<file path="src/rtl/uart_rx_gen2_pkg.sv">
// -----------------------------------------------------------------------------
// uart_rx_gen2_pkg
// Shared types and helpers for the uart_rx_gen2 receiver:
//   rx_state_t  : receiver FSM state encoding
//   clampWl     : limits a programmed word length to 5..maxWl
//   dataParity  : XOR of the lowest wl bits of a (up to 9-bit) data word
// -----------------------------------------------------------------------------
package uart_rx_gen2_pkg;

   typedef enum logic [2:0] {
      RX_IDLE  = 3'd0,
      RX_START = 3'd1,
      RX_DATA  = 3'd2,
      RX_PAR   = 3'd3,
      RX_STOP1 = 3'd4,
      RX_STOP2 = 3'd5,
      RX_MWAIT = 3'd6
   } rx_state_t;

   localparam logic [3:0] MIN_WL = 4'd5;

   // Word lengths below 5 read as 5, above the build maximum read as the maximum.
   function automatic logic [3:0] clampWl(input logic [3:0] wl, input logic [3:0] maxWl);
      logic [3:0] res;
      if (wl < MIN_WL) begin
         res = MIN_WL;
      end else if (wl > maxWl) begin
         res = maxWl;
      end else begin
         res = wl;
      end
      return res;
   endfunction

   // Parity (XOR) over data bits 0..wl-1 only.
   function automatic logic dataParity(input logic [8:0] data, input logic [3:0] wl);
      logic p;
      p = 1'b0;
      for (int i = 0; i < 9; i++) begin
         if (i < int'(wl)) begin
            p = p ^ data[i];
         end else begin
            p = p;
         end
      end
      return p;
   endfunction

endpackage

</file>
<file path="src/rtl/uart_rx_gen2_sampler.sv">
// -----------------------------------------------------------------------------
// uart_rx_gen2_sampler
// Brings the asynchronous serial input into the CLK domain and times each bit.
//   CLK, RST_N : clock / asynchronous active-low reset
//   RXCLK      : one-CLK enable at OVERSAMPLE x baud
//   CLR        : holds the tick counter at 0 (line idle or abort)
//   SIN        : raw serial input
//   sSin       : synchronised serial input
//   bitMid     : RXCLK cycle at tick M+1, voted is valid in this cycle
//   bitEnd     : RXCLK cycle at tick OVERSAMPLE-1
//   voted      : 2-of-3 majority of sSin at ticks M-1, M, M+1
// -----------------------------------------------------------------------------
module uart_rx_gen2_sampler #(
   parameter int OVERSAMPLE = 16
) (
   input  logic CLK,
   input  logic RST_N,
   input  logic RXCLK,
   input  logic CLR,
   input  logic SIN,
   output logic sSin,
   output logic bitMid,
   output logic bitEnd,
   output logic voted
);

   localparam int TICK_W = $clog2(OVERSAMPLE);
   localparam logic [TICK_W-1:0] TICK_LAST = TICK_W'(OVERSAMPLE - 1);
   localparam logic [TICK_W-1:0] TICK_MLO  = TICK_W'(OVERSAMPLE / 2 - 1);
   localparam logic [TICK_W-1:0] TICK_MID  = TICK_W'(OVERSAMPLE / 2);
   localparam logic [TICK_W-1:0] TICK_MHI  = TICK_W'(OVERSAMPLE / 2 + 1);

   logic             sync1_r;
   logic             sync2_r;
   logic [TICK_W-1:0] tick_r;
   logic             smpLo_r;
   logic             smpMid_r;

   // Two-flop synchroniser; idles high so reset looks like a quiet line.
   always_ff @(posedge CLK or negedge RST_N) begin
      if (!RST_N) begin
         sync1_r <= 1'b1;
         sync2_r <= 1'b1;
      end else begin
         sync1_r <= SIN;
         sync2_r <= sync1_r;
      end
   end

   // Tick position within the current bit, advanced only on RXCLK.
   always_ff @(posedge CLK or negedge RST_N) begin
      if (!RST_N) begin
         tick_r <= {TICK_W{1'b0}};
      end else if (CLR) begin
         tick_r <= {TICK_W{1'b0}};
      end else if (RXCLK) begin
         if (tick_r == TICK_LAST) begin
            tick_r <= {TICK_W{1'b0}};
         end else begin
            tick_r <= tick_r + {{(TICK_W-1){1'b0}}, 1'b1};
         end
      end
   end

   // First two of the three vote samples; the third is the live sSin at M+1.
   always_ff @(posedge CLK or negedge RST_N) begin
      if (!RST_N) begin
         smpLo_r  <= 1'b1;
         smpMid_r <= 1'b1;
      end else if (RXCLK) begin
         if (tick_r == TICK_MLO) begin
            smpLo_r <= sync2_r;
         end
         if (tick_r == TICK_MID) begin
            smpMid_r <= sync2_r;
         end
      end
   end

   // Strobes and majority vote.
   always_comb begin
      sSin   = sync2_r;
      bitMid = RXCLK & (tick_r == TICK_MHI);
      bitEnd = RXCLK & (tick_r == TICK_LAST);
      voted  = (smpLo_r & smpMid_r) | (smpLo_r & sync2_r) | (smpMid_r & sync2_r);
   end

endmodule

</file>
<file path="src/rtl/uart_rx_gen2.sv">
// -----------------------------------------------------------------------------
// uart_rx_gen2
// UART receive deserialiser with majority-vote sampling, false-start rejection,
// optional second stop bit check, one-entry valid/ready holding register with
// overrun pulse, and character-timeout level.
//   CLK, RST_N          : clock / asynchronous active-low reset
//   RXCLK               : OVERSAMPLE x baud enable from the baud generator
//   RXCLEAR             : synchronous abort (FSM idle, DVALID/TIMEOUT cleared)
//   WL, STB, PEN, EPS, SP : line format (word length, 2 stop bits, parity)
//   SIN                 : asynchronous serial input
//   DOUT, PE, FE, BI    : received word and its status
//   DVALID / DREADY     : holding register handshake
//   OVERRUN             : one-CLK pulse when a completed character is dropped
//   TIMEOUT             : unread data with the line idle for TO_BITS bit-times
// -----------------------------------------------------------------------------
module uart_rx_gen2
   import uart_rx_gen2_pkg::*;
#(
   parameter int OVERSAMPLE = 16,
   parameter int DATA_W     = 8,
   parameter int TO_BITS    = 40
) (
   input  logic              CLK,
   input  logic              RST_N,
   input  logic              RXCLK,
   input  logic              RXCLEAR,
   input  logic [3:0]        WL,
   input  logic              STB,
   input  logic              PEN,
   input  logic              EPS,
   input  logic              SP,
   input  logic              SIN,
   output logic [DATA_W-1:0] DOUT,
   output logic              PE,
   output logic              FE,
   output logic              BI,
   output logic              DVALID,
   input  logic              DREADY,
   output logic              OVERRUN,
   output logic              TIMEOUT
);

   localparam logic [3:0] MAX_WL = 4'(DATA_W);
   localparam int TICK_W = $clog2(OVERSAMPLE);
   localparam logic [TICK_W-1:0] TICK_LAST = TICK_W'(OVERSAMPLE - 1);
   localparam int TO_W = $clog2(TO_BITS + 1);
   localparam logic [TO_W-1:0] TO_LAST = TO_W'(TO_BITS - 1);

   rx_state_t          state_r;
   rx_state_t          nextState_s;
   logic               sSin_s;
   logic               bitMid_s;
   logic               bitEnd_s;
   logic               voted_s;
   logic               tickClr_s;
   logic [3:0]         wlEff_s;
   logic [3:0]         bitCnt_r;
   logic [DATA_W-1:0]  data_r;
   logic               parBit_r;
   logic               stop1Bit_r;
   logic               startDet_s;
   logic               shiftEn_s;
   logic               parCap_s;
   logic               stop1Cap_s;
   logic               complete_s;
   logic               feNow_s;
   logic               peNow_s;
   logic               biNow_s;
   logic               dataPar_s;
   logic               handshake_s;
   logic [TICK_W-1:0]  toTick_r;
   logic [TO_W-1:0]    toBits_r;

   // Bit timing is free-running during a frame and parked at 0 while idle.
   always_comb begin
      tickClr_s = (state_r == RX_IDLE) | RXCLEAR;
      wlEff_s   = clampWl(WL, MAX_WL);
   end

   uart_rx_gen2_sampler #(
      .OVERSAMPLE (OVERSAMPLE)
   ) u_sampler (
      .CLK    (CLK),
      .RST_N  (RST_N),
      .RXCLK  (RXCLK),
      .CLR    (tickClr_s),
      .SIN    (SIN),
      .sSin   (sSin_s),
      .bitMid (bitMid_s),
      .bitEnd (bitEnd_s),
      .voted  (voted_s)
   );

   // FSM state register; abort overrides every transition.
   always_ff @(posedge CLK or negedge RST_N) begin
      if (!RST_N) begin
         state_r <= RX_IDLE;
      end else if (RXCLEAR) begin
         state_r <= RX_IDLE;
      end else begin
         state_r <= nextState_s;
      end
   end

   // FSM next-state logic.
   always_comb begin
      nextState_s = state_r;
      case (state_r)
         RX_IDLE: begin
            if (RXCLK && !sSin_s) begin
               nextState_s = RX_START;
            end else begin
               nextState_s = RX_IDLE;
            end
         end
         RX_START: begin
            // A start bit that votes high at its centre was noise.
            if (bitMid_s && voted_s) begin
               nextState_s = RX_IDLE;
            end else if (bitEnd_s) begin
               nextState_s = RX_DATA;
            end else begin
               nextState_s = RX_START;
            end
         end
         RX_DATA: begin
            if (bitEnd_s && (bitCnt_r == wlEff_s)) begin
               nextState_s = PEN ? RX_PAR : RX_STOP1;
            end else begin
               nextState_s = RX_DATA;
            end
         end
         RX_PAR: begin
            if (bitEnd_s) begin
               nextState_s = RX_STOP1;
            end else begin
               nextState_s = RX_PAR;
            end
         end
         RX_STOP1: begin
            // Single stop bit: finish at its centre without waiting for its end.
            if (bitMid_s && !STB) begin
               nextState_s = voted_s ? RX_IDLE : RX_MWAIT;
            end else if (bitEnd_s && STB) begin
               nextState_s = RX_STOP2;
            end else begin
               nextState_s = RX_STOP1;
            end
         end
         RX_STOP2: begin
            if (bitMid_s) begin
               nextState_s = (stop1Bit_r && voted_s) ? RX_IDLE : RX_MWAIT;
            end else begin
               nextState_s = RX_STOP2;
            end
         end
         RX_MWAIT: begin
            // After a framing error, a held-low line must not look like a start.
            if (bitMid_s && voted_s) begin
               nextState_s = RX_IDLE;
            end else begin
               nextState_s = RX_MWAIT;
            end
         end
         default: begin
            nextState_s = RX_IDLE;
         end
      endcase
   end

   // FSM output decode: datapath strobes.
   always_comb begin
      startDet_s = 1'b0;
      shiftEn_s  = 1'b0;
      parCap_s   = 1'b0;
      stop1Cap_s = 1'b0;
      complete_s = 1'b0;
      case (state_r)
         RX_IDLE:  startDet_s = RXCLK & ~sSin_s & ~RXCLEAR;
         RX_DATA:  shiftEn_s  = bitMid_s;
         RX_PAR:   parCap_s   = bitMid_s;
         RX_STOP1: begin
            stop1Cap_s = bitMid_s;
            complete_s = bitMid_s & ~STB;
         end
         RX_STOP2: complete_s = bitMid_s;
         default: begin
            startDet_s = 1'b0;
         end
      endcase
   end

   // Frame status evaluated in the completion cycle.
   always_comb begin
      dataPar_s = dataParity(9'(data_r), wlEff_s);
      if (state_r == RX_STOP2) begin
         feNow_s = ~(stop1Bit_r & voted_s);
      end else begin
         feNow_s = ~voted_s;
      end
      if (!PEN) begin
         peNow_s = 1'b0;
      end else if (SP) begin
         // Stick parity: the bit must equal ~EPS.
         peNow_s = (parBit_r != ~EPS);
      end else begin
         // Even (EPS=1): total ones must be even; odd (EPS=0): must be odd.
         peNow_s = dataPar_s ^ parBit_r ^ ~EPS;
      end
      biNow_s     = (data_r == {DATA_W{1'b0}}) & (~parBit_r | ~PEN) & feNow_s;
      handshake_s = DVALID & DREADY;
   end

   // Shift register and captured parity / first stop bit.
   always_ff @(posedge CLK or negedge RST_N) begin
      if (!RST_N) begin
         bitCnt_r   <= 4'd0;
         data_r     <= {DATA_W{1'b0}};
         parBit_r   <= 1'b0;
         stop1Bit_r <= 1'b0;
      end else if (RXCLEAR) begin
         bitCnt_r <= 4'd0;
      end else if (startDet_s) begin
         bitCnt_r   <= 4'd0;
         data_r     <= {DATA_W{1'b0}};
         parBit_r   <= 1'b0;
         stop1Bit_r <= 1'b0;
      end else begin
         if (shiftEn_s) begin
            data_r   <= data_r | (DATA_W'(voted_s) << bitCnt_r);
            bitCnt_r <= bitCnt_r + 4'd1;
         end
         if (parCap_s) begin
            parBit_r <= voted_s;
         end
         if (stop1Cap_s) begin
            stop1Bit_r <= voted_s;
         end
      end
   end

   // Holding register with overrun detection.
   always_ff @(posedge CLK or negedge RST_N) begin
      if (!RST_N) begin
         DOUT    <= {DATA_W{1'b0}};
         PE      <= 1'b0;
         FE      <= 1'b0;
         BI      <= 1'b0;
         DVALID  <= 1'b0;
         OVERRUN <= 1'b0;
      end else if (RXCLEAR) begin
         DVALID  <= 1'b0;
         OVERRUN <= 1'b0;
      end else begin
         OVERRUN <= 1'b0;
         if (complete_s) begin
            if (DVALID && !DREADY) begin
               OVERRUN <= 1'b1;
            end else begin
               DOUT   <= data_r;
               PE     <= peNow_s;
               FE     <= feNow_s;
               BI     <= biNow_s;
               DVALID <= 1'b1;
            end
         end else if (handshake_s) begin
            DVALID <= 1'b0;
         end
      end
   end

   // Character timeout: counts idle bit-times while a word waits unread.
   always_ff @(posedge CLK or negedge RST_N) begin
      if (!RST_N) begin
         toTick_r <= {TICK_W{1'b0}};
         toBits_r <= {TO_W{1'b0}};
         TIMEOUT  <= 1'b0;
      end else if (RXCLEAR || handshake_s || startDet_s) begin
         toTick_r <= {TICK_W{1'b0}};
         toBits_r <= {TO_W{1'b0}};
         TIMEOUT  <= 1'b0;
      end else if (DVALID && (state_r == RX_IDLE) && RXCLK && !TIMEOUT) begin
         if (toTick_r == TICK_LAST) begin
            toTick_r <= {TICK_W{1'b0}};
            if (toBits_r == TO_LAST) begin
               TIMEOUT <= 1'b1;
            end else begin
               toBits_r <= toBits_r + {{(TO_W-1){1'b0}}, 1'b1};
            end
         end else begin
            toTick_r <= toTick_r + {{(TICK_W-1){1'b0}}, 1'b1};
         end
      end
   end

endmodule

</file>
<file path="config.mk">
export PLATFORM = sky130hd
export DESIGN_NAME = uart_rx_gen2
export DESIGN_NICKNAME = d
export VERILOG_FILES = /design/src/rtl/uart_rx_gen2_pkg.sv /design/src/rtl/uart_rx_gen2_sampler.sv /design/src/rtl/uart_rx_gen2.sv
export SDC_FILE = /design/constraint.sdc
export NUM_CORES = 1
export LEC_CHECK = 0
export CORE_MARGIN = 3
export CORE_UTILIZATION = 51
export DETAILED_ROUTE_END_ITERATION = 16
export HOLD_SLACK_MARGIN = 0.05
export PLACE_DENSITY = 0.85
export SYNTH_ARGS = -nofsm -noshare
export SYNTH_HDL_FRONTEND = slang
export SYNTH_SLANG_ARGS = --single-unit
</file>
<file path="constraint.sdc">
create_clock -name CLK -period 1.8 [get_ports CLK]
set_input_delay 0.45 -clock CLK [delete_from_list [all_inputs] [get_ports CLK]]
set_output_delay 0.45 -clock CLK [all_outputs]
set_load 0.02 [all_outputs]
</file>
# Yosys cells after proc, flatten, opt, wreduce, memory -nomap -nowiden
# Cells that the tools add are included.
[word_totals]
elab_cells = 183
regBits = 49
input_bits = 14
[classes]
reduce_logical = 36
mux = 62
n_addsub = 4
eq_ne = 16
shift = 1
n_bitwise = 35
magnitude_cmp = 10
[op_table]
columns = ["cell", "count"]
rows = [
  ["two-way mux 4 bit", 11],
  ["two-way mux 1 bit", 32],
  ["two-way mux 3 bit", 9],
  ["two-way mux 6 bit", 4],
  ["case mux 3 bit (7 select lines)", 1],
  ["== test 4 bit (second input constant)", 4],
  ["< comparator 3 x 4 -> 1 bit (first input constant)", 4],
  ["two-way mux 8 bit", 2],
  ["nonzero test 2 bit", 7],
  ["adder 4 x 1 -> 4 bit (second input constant)", 3],
  ["AND 1 bit", 12],
  ["AND reduction 2 bit", 6],
  ["logical AND 1 bit", 10],
  ["== test 3 bit (second input constant)", 3],
  ["inverter 1 bit", 9],
  ["AND reduction 3 bit", 3],
  ["XOR 1 bit", 9],
  ["logical NOT 8 bit", 1],
  ["< comparator 1 x 4 -> 1 bit (first input constant)", 2],
  ["< comparator 2 x 4 -> 1 bit (first input constant)", 2],
  ["bitwise OR 8 bit", 1],
  ["<< shifter 1 x 4 -> 8 bit", 1],
  ["adder 6 x 1 -> 6 bit (second input constant)", 1],
  ["== test 3 x 2 -> 1 bit (second input constant)", 2],
  ["16 further kinds", 25],
]

# Logic depth before layout (Yosys ltp)
# Gate-level depths: netlist of the first run.
[depth]
ltp_word = 23
depth_mapped = 8

# By module
# Synthesis of the first run repeated with hierarchy kept, for this count alone.
[unflattened]
cells_unflattened = 269
hier_area_um2 = 2615.0
[by_module_without_submodules]
columns = ["mod", "seq_area_each_um2", "area_each_um2", "cells_per_inst", "n_inst"]
rows = [
  ["uart_rx_gen2", 1026.0, 2208.4, 231, 1],
  ["uart_rx_gen2_sampler", 205.2, 406.6, 38, 1],
]

# Worst setup path after synthesis of the first run
# No wires, ideal clock.
[synth_timing]
kind = "input -> register"
from = "input port RXCLK"
to = "register PE"
stages = 6
arrival_time_ns = 1.701
path_slack_ns = -0.025
path_cell_list = "buf_2 > nand4b_1 > nor3b_2 > nand2_4 > clkbuf_8 > a211o_2"
[synth_via]
elab_chain_len = 4
[synth_lines]
columns = ["element", "line", "source"]
rows = [
  ["start: declaration", "uart_rx_gen2.sv:25", "input logic RXCLK,"],
  ["AND 1 bit (*)", "uart_rx_gen2_sampler.sv:83", "bitMid = RXCLK & (tick_r == TICK_MHI);"],
  ["AND 1 bit", "uart_rx_gen2.sv:184", "complete_s = bitMid_s & ~STB;"],
  ["case mux 1 bit (2 select lines) (*)", "uart_rx_gen2.sv:178", "case (state_r)"],
  ["AND reduction 3 bit (no line) (*)", "-", ""],
  ["end signal: assignment", "uart_rx_gen2.sv:261", "PE <= peNow_s;"],
  ["end: declaration", "uart_rx_gen2.sv:34", "output logic PE,"],
]
# Mark *: on every way between the ends. The rest lies on a longest branch, timed or not.
# A chain may end at the register's enable or synchronous reset.

# Worst setup path after layout of the first run
[layout_timing]
from = "register u_sampler.tick_r[1]"
to = "register data_r[3]"
[layout_via]
elab_chain_len = 5
[layout_lines]
columns = ["element", "line", "source"]
rows = [
  ["start: declaration", "uart_rx_gen2_sampler.sv:35", "logic [TICK_W-1:0] tick_r;"],
  ["start signal: assignment", "uart_rx_gen2_sampler.sv:53", "tick_r <= {TICK_W{1'b0}};"],
  ["start signal: assignment", "uart_rx_gen2_sampler.sv:55", "tick_r <= {TICK_W{1'b0}};"],
  ["start signal: assignment", "uart_rx_gen2_sampler.sv:58", "tick_r <= {TICK_W{1'b0}};"],
  ["== test 4 bit", "uart_rx_gen2_sampler.sv:83", ""],
  ["AND 1 bit", "uart_rx_gen2_sampler.sv:83", ""],
  ["two-way mux 1 bit", "uart_rx_gen2.sv:178", ""],
  ["nonzero test 2 bit (no line)", "-", ""],
  ["AND reduction 2 bit (no line)", "-", ""],
  ["end signal: assignment", "uart_rx_gen2.sv:218", "data_r <= {DATA_W{1'b0}};"],
  ["end signal: assignment", "uart_rx_gen2.sv:225", "data_r <= {DATA_W{1'b0}};"],
  ["end signal: assignment", "uart_rx_gen2.sv:230", "data_r <= data_r | (DATA_W'(voted_s) << bitCnt_r);"],
  ["end: declaration", "uart_rx_gen2.sv:58", "logic [DATA_W-1:0] data_r;"],
]
# Every way passes these cells.

==> results of run 1 <==
[critical path, stage by stage (launching register included)]
cell,delay (ns)
dfrtp_1,0.40
inv_2,0.08
ha_4,0.12
and4b_2,0.30
nand2_4,0.09
a2111oi_4,0.34
buf_4,0.20
a41oi_2,0.12
nor2_1,0.13
[cell usage after synthesis (2+ instances only)]
cell	count	share of area (%)
nor4_1	2	0.46
and4b_1	2	0.73
nand4b_1	3	0.96
nand2b_1	5	1.1
nand3b_1	3	0.83
ha_1	6	2.8
inv_1	5	0.69
nor3b_1	2	0.55
nand3_1	9	1.7
dfrtp_1	45	41
nand2_1	15	2.1
buf_2	4	0.73
mux2i_1	5	1.8
a31oi_1	5	1.1
xnor3_1	2	1.7
a21oi_1	22	4.0
mux2_2	12	5.0
nor2_1	37	5.1
nor3_1	7	1.3
dfstp_2	4	3.9
and3_1	3	0.69
and3b_1	5	1.6
clkbuf_1	4	0.55
and2_1	2	0.46
o21ai_0	11	2.0
xor2_1	6	1.9
nand4_1	6	1.4
xnor2_1	8	2.6
[logic make-up (layout without fill, tap and decap cells)]
group	count (synthesis)	after routing
simple gates	115	116
compound gates	49	49
flops	49	49
mux	17	17
xor+xnor	16	16
buf+inv	15	97
fa+ha+maj	7	7
[sequential cells by signal, summed over array words and instances (netlist names), 3 cells and up]
name and count:
toBits_r 6, state_r 3, DOUT 8, data_r 8
u_sampler.tick_r 4, toTick_r 4, bitCnt_r 4
[area by class of cell]
type	instances	area (um2)
Multi-Input combinational cell	205	1540
Fill cell	340	1260
Sequential cell	49	1230
Timing Repair Buffer	84	707
Tap cell	67	83.8
Clock buffer	5	68.8
Clock inverter	3	26.3
Inverter	5	18.8
[cells in the final DEF, fill, tap and decap left out, types with 3 or more instances in the layout]
master and n:
nand4b_1 3, mux2_2 7, and4b_2 3, nand3_1 9, dfrtp_1 42, mux2i_1 5
xor2_1 6, a31oi_1 5, buf_4 55, ha_1 5, and3b_1 5, nor2_1 34
clkdlybuf4s50_1 19, xnor2_1 7, nand4_1 6, nor2_2 3, dlygate4sd2_1 3, dfrtp_2 3
clkbuf_8 5, nand3b_1 3, a21oi_1 19, dfstp_2 4, o21ai_0 9, nor3_1 6
dlymetal6s2s_1 4, nand2b_1 5, mux2_4 5, and3_1 3, inv_1 4, nand2_1 14
a21oi_2 3
[metrics by stage]
step	power, mW	cell area (um2)
2_1_floorplan	1.20	2730
3_3_place_gp	1.30	3390
3_5_place_dp	1.30	3390
4_1_cts	1.99	3520
5_1_grt	2.07	3680
6_report	2.00	3680
[repair_timing]
action	in CTS	in global routing
resized for setup	8	34
setup endpoints to repair	20	29
pin swaps	6	15
hold buffers	0	0
cloned	0	1
buffers inserted	3	5
[worst min path at each step]
stage / endpoint / cells past startpoint / slack, ns / from
floorplan: BI / 0 / 0.15 / RST_N
global placement: u_sampler.sSin / 0 / 0.35 / u_sampler.sync1_r
detailed placement: u_sampler.sSin / 0 / 0.35 / u_sampler.sync1_r
CTS: u_sampler.tick_r[2] / 1 / 0.13 / RST_N
global route: toBits_r[5] / 1 / 0.14 / RST_N
finish: toBits_r[5] / 1 / 0.1 / RST_N
[metal layers]
metal / up-vias / routed length [um] / track usage [%]
met5: - / 0 / 0
li1: 1126 / - / -
met4: 0 / 183 / 6.01
met2: 91 / 3690 / 39.0
met3: 23 / 441 / 3.74
met1: 1193 / 2950 / 30.1
[power by group through the flow]
stage | sequential, mW | clock (mW) | combinational, mW
2_1_floorplan | 1.13 | 0 | 0.0610
3_3_place_gp | 1.13 | 0 | 0.167
3_5_place_dp | 1.13 | 0 | 0.169
4_1_cts | 1.11 | 0.699 | 0.174
5_1_grt | 1.12 | 0.752 | 0.205
6_report | 1.11 | 0.695 | 0.185
==> metrics.txt, run 1 <==
final WL=7.27 mm; Num CTS Buffers=5; Worst Reg-to-Reg Cells=8; r2r endpoint=data_r[3]; crit-path max FO=5; Setup WS pre-CTS=-0.465 ns; Post-Synth Adder-Cell Area=3.12%; WS Path Type=reg -> reg; Netlist Area Pre-Place=2730 um2; DR pass1 iterations=4; post-route insts no fill=418; simple-gate area share of the yosys netlist=24.5%; HP Class=in -> async; Final WS setup=-0.0345 ns; P&R area growth vs syn=35.0%; GPL Wtd Cong=0.916; top_reg_cell synth=dfrtp_1; die area=6260 um2; post-detail-place hpwl=4.90 mm; average wire per standard cell=17.4 um; largest net degree at the start of global routing=24; Initial DRC Count=301; pwr dens=542 nW/um2; sw power=0.514 mW; mux contribution to synthesized area=6.80%; row cnt=25; die width=79.1 um; via count=2,433; Synth async-reset ratio=100%; Post-Synthesis Net Count=288; TritonCTS Sinks=49; CTS tree=yes; first-pass GRT wire length=11.3 mm; H-tree depth=2; share of cells above drive strength 1=33.6%; P_int=1.48 mW; Max VDD drop=0.000431 V; worst-case clock skew=0.0140 ns; # Max-Cap Violations=0; Finished Core Util=74.5%; Max Clk Rate=545 MHz; min Tclk post-route=1.83 ns; Worst setup startpoint=u_sampler.tick_r[1]; WHS=0.0969 ns; vias per cell=5.82; Required @ worst endpoint=2.05 ns; syn avg cell area=10.2 um2; residual DRC count=0; FF+latch count, synth=49; FF-to-FF Start=u_sampler.tick_r[1]; initial antenna violation count=0; Flop pwr share=55.9%; sw frac=25.8%; post-synthesis compound-gate area fraction=11.5%; R2R Setup Slk=-0.03 ns; Post-DRT Antenna Nets=0; placed insts=401; Post-Synth XOR/XNOR Area=6.15%; largest family of logic cells by synthesized area=simple AND/OR/NAND/NOR gates; IO Count=28; sequential share of the synthesized area=45.2%; Critical Path AT=2.09 ns; Initial Utilization=55.1%; end of the critical path=data_r[3]; RSZ-0062 raised after global routing=yes; Clock Power Share=34.8%; Total Routing Usage GR=22.8%; Longest Clk Path Bufs=2; Nets=370; slew at the pin with the worst max-slew slack=0.537 ns; Chip Height=79.1 um; number of synthesized flops with an enable pin=0; cells after synthesis=268; number of global-route vias before repair=2,314; antenna cells=0; Leak=1.76 nW; combinational share of power=9.3%; status=finished, violations left; Slew Limit Headroom=64.2%; failing checks=negative setup slack; setup tns final=-0.0345 ns; total gr overflow=0; core area=4940 um2; CP endpoint kind=flop; clock slew at reported path FFs=0.11 ns; IO Port Bufs=27; synth unique cells=56; worst-skew pair later-pin latency=0.32 ns; Pins Over Slew Limit=0; period utilization=102%; Syn. warnings=0; final hold vios=0; crit start category=flop; Clock Tree Root=clkbuf_8; final setup vio count=1
Note: power is estimated with default switching activity, not from simulation.
==> inputs of run 2 (changes only) <==
==> constraint.sdc (replaced) <==
create_clock -name CLK -period 1.8 [get_ports CLK]
set_input_delay 0.36 -clock CLK [delete_from_list [all_inputs] [get_ports CLK]]
set_output_delay 0.36 -clock CLK [all_outputs]
set_load 0.02 [all_outputs]
==> run 2 against run 1 <==
  * The run still ends with negative setup slack left
  * Flip-flop and latch count is the same
  * Die area is the same
  * Power shrank 1.4%
  * Core utilization shrank 0.71 points
  * Final area shrank 0.95%
  * Global-route usage shrank 0.31 points
  * Worst hold slack gained 0.26 ns
  * Sequential share of layout area grew 0.29 points
  * Sequential power is essentially flat
  * Setup slack gained 0.0087 ns
==> metrics.txt, run 2 (synthesis gave the netlist of run 1 again) <==
status=finished, violations left; failing checks=negative setup slack; Top Registers=DOUT (8), data_r (8), toBits_r (6); HP Class=reg -> reg; RSZ-0062 raised after global routing=yes; Max VDD drop=0.000589 V (+37%); Chip Height=79.1 um (unchanged); placed insts=404 (+0.75%); first-pass GRT wire length=11.1 mm (-1.6%); Design Power=1.97 mW (-1.4%); largest net degree at the start of global routing=29 (+21%); via count=2,365 (-2.8%); average wire per standard cell=16.3 um (-6.1%); die area=6260 um2 (unchanged); residual DRC count=0 (unchanged); period utilization=101% (-0.48 points); Setup WS pre-CTS=-0.364 ns (+0.101 ns); commonest non-fill, non-tap cell in the layout=buf_4; CTS tree=yes; H-tree depth=2 (unchanged); clock slew at reported path FFs=0.10 ns (about the same); core area=4940 um2 (unchanged); worst-skew pair later-pin latency=0.31 ns (about the same); Initial Utilization=55.1% (unchanged); # Max-Cap Violations=0 (unchanged); Nets=367 (-0.81%); Num CTS Buffers=5 (unchanged); crit start category=flop; Finished Core Util=73.7% (-0.71 points); most frequent cells in the layout=buf_4, dfrtp_1, nor2_1; P&R area growth vs syn=33.7%; initial antenna violation count=0 (unchanged); Final WS setup=-0.0259 ns (+0.00867 ns); IO Count=28 (unchanged); vias per cell=5.70 (-2.1%); WS Path Type=reg -> reg; DR pass1 iterations=5 (+1); final WL=6.78 mm (-6.8%); crit-path max FO=11 (+6); Max Clk Rate=548 MHz (+0.47%); Critical Path AT=2.07 ns (-0.02 ns); Post-DRT Antenna Nets=0 (unchanged); post-detail-place hpwl=4.78 mm (-2.5%); Pins Over Slew Limit=0 (unchanged); TritonCTS Sinks=49 (unchanged); min Tclk post-route=1.83 ns (-0.00867 ns); number of global-route vias before repair=2,337 (+0.99%); final hold vios=0 (unchanged); Required @ worst endpoint=2.04 ns (about the same); WHS=0.360 ns (+0.263 ns); antenna cells=0 (unchanged); Clock Tree Root=clkbuf_8; total gr overflow=0 (unchanged); Initial DRC Count=155 (-49%); pwr dens=540 nW/um2 (-0.48%); Total Routing Usage GR=22.5% (-0.31 points); share of cells above drive strength 1=31.3% (-2.3 points); worst-case clock skew=0.0121 ns (-0.00192 ns); row cnt=25 (unchanged); IO Port Bufs=27 (unchanged); Longest Clk Path Bufs=2 (unchanged); Fillers=355 (+4.4%); Slew Limit Headroom=63.1% (-1.1 points); die width=79.1 um (unchanged); GPL Wtd Cong=0.920 (+0.46%); slew at the pin with the worst max-slew slack=0.548 ns (+0.0107 ns); CP endpoint kind=flop; post-route insts no fill=415 (-0.72%); Leak=1.72 nW (-2.2%); final setup vio count=1 (unchanged)
-- run 2: critical path, stage by stage (launching register included) --
cell and delay (ns):
dfrtp_2 0.45, buf_4 0.19, nor3b_4 0.25, nand2_4 0.09
a2111oi_4 0.49, a41oi_2 0.16, nor2_1 0.12
-- run 2: cell type report --
class,instances,area (um2),area share [%]
well taps,67,83.8,2.30
inverters,5,18.8,0.515
clock inverters,3,25.0,0.687
flip-flops and latches,49,1230,33.8
clock buffers,5,68.8,1.89
multi-input cells,204,1510,41.4
repair buffers,82,707,19.4
-- run 2: repair_timing --
action / 4_1_cts / 5_1_grt
hold buffers: 1 / 0
resized for setup: 3 / 20
cloned: 0 / 0
pin swaps: 1 / 13
endpoints found under the hold margin: 3 / 0
endpoints found under the setup margin: 2 / 17
setup buffers: 1 / 1
-- run 2: per-stage QoR --
step	cell area [um2]	TNS, ns
global placement	3430	-7.28
detailed placement	3430	-7.73
floorplan	2730	0
finish	3640	-0.0259
CTS	3550	0
global route	3640	-0.348
-- run 2: final timing paths --
| path | start | end | slack, ns | cells past startpoint |
|---|---|---|---|---|
| min | u_sampler.sync1_r | u_sampler.sSin | 0.36 | 0 |
| max in group asynchronous | RST_N | u_sampler.sSin | 0.87 | 3 |
| max | state_r[2] | data_r[3] | -0.03 | 6 |
| max reg2reg | state_r[2] | data_r[3] | -0.03 | 6 |
| min in group asynchronous | RST_N | parBit_r | 0.40 | 2 |
| min reg2reg | u_sampler.sync1_r | u_sampler.sSin | 0.36 | 0 |
-- run 2: power by group --
part / switching (mW) / internal (mW) / total, mW
Clock: 0.388 / 0.281 / 0.669
Sequential: 0.00487 / 1.11 / 1.11
Combinational: 0.0957 / 0.0910 / 0.187
-- run 2: metal layers --
layer | up-vias | wire length (um) | GRT usage [%]
met2 | 83 | 3470 | 38.9
li1 | 1122 | - | -
met3 | 8 | 375 | 5.10
met4 | 0 | 88 | 3.95
met5 | - | 0 | 0
met1 | 1152 | 2850 | 29.2
==> inputs of run 3 (changes only) <==
--- a/config.mk
+++ b/config.mk
@@ -5,6 +5,7 @@
 export SDC_FILE = /design/constraint.sdc
 export NUM_CORES = 1
 export LEC_CHECK = 0
+export ABC_AREA = 1
 export CORE_MARGIN = 3
 export CORE_UTILIZATION = 51
 export DETAILED_ROUTE_END_ITERATION = 16
==> run 3 against run 2 <==
  * The flow now finishes without violations
  * Final cell count rose by 17%
  * Fmax rose by 8.1%
  * First-iteration DRC count rose by 19%
  * Via count rose by 12%
  * Core utilization fell by 6.3 points
  * Worst hold slack improved by 0.0055 ns
  * Die area rose by 1.9%
  * Sequential power barely moved
  * Area after synthesis rose by 2.1%
  * Routed wire length rose by 1.1%
  * Combinational power rose by 10%
  * Largest cell class unchanged
==> metrics.txt, run 3 <==
status=complete, no violations; die area=6380 um2 (+1.9%); mux contribution to synthesized area=0% (-6.8 points); Post-DRT Antenna Nets=0 (unchanged); Synth top cells by count=nand2_1, inv_1, dfrtp_1; share of Yosys cell area claimed by the top area cell type=40.5% (-0.84 points); H-tree depth=2 (unchanged); sw frac=25.3% (+0.47 points); slew at the pin with the worst max-slew slack=0.418 ns (-0.130 ns); Chip Height=79.9 um (+0.95%); residual DRC count=0 (unchanged); post-route insts no fill=485 (+17%); FF+latch count, synth=49 (unchanged); Syn. warnings=0 (unchanged); final hold vios=0 (unchanged); clock slew at reported path FFs=0.10 ns (about the same); Flop pwr share=55.6% (-0.9 points); Synth async-reset ratio=100% (unchanged); HP Class=reg -> reg; WS Path Type=reg -> reg; most frequent cells in the layout=nand2_1, inv_1, dfrtp_1; Max VDD drop=0.000446 V (-24%); IO Port Bufs=27 (unchanged); met2 Resource Use GR=39.5% (+0.59 points); row cnt=26 (+4.0%); sequential share of the synthesized area=44.3% (-0.91 points); RSZ-0062 raised after global routing=yes; post-synthesis compound-gate area fraction=13.6% (+2.1 points); period utilization=93.8% (-7.6 points); P_int=1.51 mW (+2.2%); placed insts=470 (+16%); top_reg_cell synth=dfrtp_1; simple-gate area share of the yosys netlist=28.5% (+4.0 points); cells after synthesis=351 (+31%); commonest non-fill, non-tap cell in the layout=nand2_1; Clock Power Share=34.2% (+0.2 points); initial antenna violation count=0 (unchanged); Critical Path AT=1.89 ns (-0.18 ns); post-synth top area cell=dfrtp_1; multi-input logic area=1330 um2 (-12%); core area=5200 um2 (+5.3%); Slew Limit Headroom=72.1% (+9.0 points); largest net degree at the start of global routing=34 (+17%); P&R area growth vs syn=26.2%; die width=79.9 um (+0.95%); Top Registers=DOUT (8), data_r (8), toBits_r (6); min Tclk post-route=1.69 ns (-0.137 ns); first-pass GRT wire length=11.2 mm (+1.1%); Max Clk Rate=592 MHz (+8.1%); final setup vio count=0 (-1); Finished Core Util=67.5% (-6.3 points); WHS=0.366 ns (+0.00549 ns); Initial Utilization=53.4% (-1.7 points); sw power=0.512 mW (+4.9%); crit start category=flop; met3 usage=4.40% (-0.70 points); synth unique cells=39 (-30%); met1 usage=25.9% (-3.2 points); post-detail-place hpwl=5.01 mm (+5.0%); FF/Latch Area=1230 um2 (-0.20%); Initial DRC Count=185 (+19%); Setup WS pre-CTS=-0.226 ns (+0.138 ns); antenna cells=0 (unchanged); grt peak-use layer=met2; share of cells above drive strength 1=20.0% (-11 points); Post-Synthesis Net Count=371 (+29%); average wire per standard cell=14.1 um (-13%); IO Count=28 (unchanged); Required @ worst endpoint=2.01 ns (-0.03 ns); Clock Tree Root=clkbuf_8; Pins Over Slew Limit=0 (unchanged); final WL=6.86 mm (+1.1%); pwr dens=576 nW/um2 (+6.8%); Total Routing Usage GR=22.2% (-0.28 points); worst-skew pair later-pin latency=0.30 ns (about the same); Nets=434 (+18%); Post-Synth XOR/XNOR Area=1.89% (-4.3 points); GPL Wtd Cong=0.847 (-7.9%); vias per cell=5.48 (-3.9%); Leak=1.68 nW (-2.3%); Final WS setup=0.111 ns (+0.137 ns); CTS tree=yes; total gr overflow=0 (unchanged); Longest Clk Path Bufs=2 (unchanged); Fillers=417 (+17%); combinational share of power=10.2% (+0.7 points); setup tns final=0 ns (+0.0259 ns); Post-Synth Adder-Cell Area=2.70% (-0.42 points); crit-path max FO=9 (-2); Num CTS Buffers=5 (unchanged); worst-case clock skew=0.00847 ns (-0.00361 ns); CP endpoint kind=flop; TritonCTS Sinks=49 (unchanged); most frequent cell after synthesis=nand2_1; largest family of logic cells by synthesized area=simple AND/OR/NAND/NOR gates; DR pass1 iterations=6 (+1); # Max-Cap Violations=0 (unchanged); Netlist Area Pre-Place=2780 um2 (+2.1%); top cells by area, synth=dfrtp_1, nand2_1, inv_1; number of synthesized flops with an enable pin=0 (unchanged); via count=2,657 (+12%); syn avg cell area=7.92 um2 (-22%); number of global-route vias before repair=2,663 (+14%)
run 3: changes by cell type after synthesis, moves of 6 or more:
cell	delta
nand2_1	+71
xnor2_1	-7
nand3_1	+14
nor2_2	+6
o21ai_2	+9
mux2_2	-12
nor2_1	-18
inv_1	+48
run 3: final timing paths:
check,to,depth (start not counted),slack (ns),start
setup / recovery,DOUT[2],12,0.11,u_sampler.tick_r[1]
hold / removal,u_sampler.sSin,0,0.37,u_sampler.sync1_r
setup reg to reg,DOUT[2],12,0.11,u_sampler.tick_r[1]
hold reg to reg,u_sampler.sSin,0,0.37,u_sampler.sync1_r
max in group asynchronous,DOUT[7],3,0.77,RST_N
min in group asynchronous,toTick_r[1],2,0.53,RST_N
run 3: cell families after synthesis:
logic type,Yosys count
buffers and inverters,61
flip-flops,49
XOR/XNOR,6
AND/OR/NAND/NOR,167
AO/OA/AOI/OAI,62
adder cells (fa/ha/maj),6
run 3: through the flow:
step / total power, mW / instance area, um2
CTS: 2.03 / 3410
global placement: 1.34 / 3310
global route: 2.10 / 3510
finish: 2.02 / 3510
detailed placement: 1.35 / 3310
floorplan: 1.24 / 2780
run 3: power groups by stage:
| stage | Clock, mW | Sequential, mW | Combinational (mW) |
|---|---|---|---|
| floorplan | 0 | 1.14 | 0.0935 |
| global placement | 0 | 1.15 | 0.193 |
| detailed placement | 0 | 1.15 | 0.201 |
| CTS | 0.699 | 1.12 | 0.204 |
| global route | 0.746 | 1.13 | 0.227 |
| finish | 0.692 | 1.13 | 0.206 |
run 3: layer usage:
| layer | vias up | part of all wire, % | wire length [um] |
|---|---|---|---|
| li1 | 1274 | - | - |
| met1 | 1246 | 40 | 2730 |
| met2 | 112 | 52 | 3540 |
| met3 | 25 | 6.0 | 412 |
| met4 | 0 | 2.4 | 167 |
| met5 | - | 0 | 0 |
run 3: repair_timing:
item,in CTS,in global routing
buffers inserted,0,5
endpoints found under the hold margin,12,0
resized for setup,0,15
hold buffers,1,0
endpoints found under the setup margin,0,21
run 3: layout make-up:
class                   instances  share of cell area [%]
multi-input cells             241                    37.8
flip-flops and latches         49                    35.1
repair buffers                 58                    15.1
inverters                      58                    6.49
well taps                      70                    2.49
clock buffers                   6                    2.35
clock inverters                 2                   0.392
repair inverters                1                   0.249
run 3: worst max-delay path, stage by stage (launching register included):
cell and delay [ns]:
dfrtp_1 0.40, inv_2 0.08, ha_4 0.14, nand4_4 0.14, nor2_4 0.13, nand2_2 0.06
o21ai_2 0.06, nand2_2 0.09, nor2_4 0.19, buf_12 0.14, inv_6 0.05, nand2_1 0.07
o21ai_2 0.05
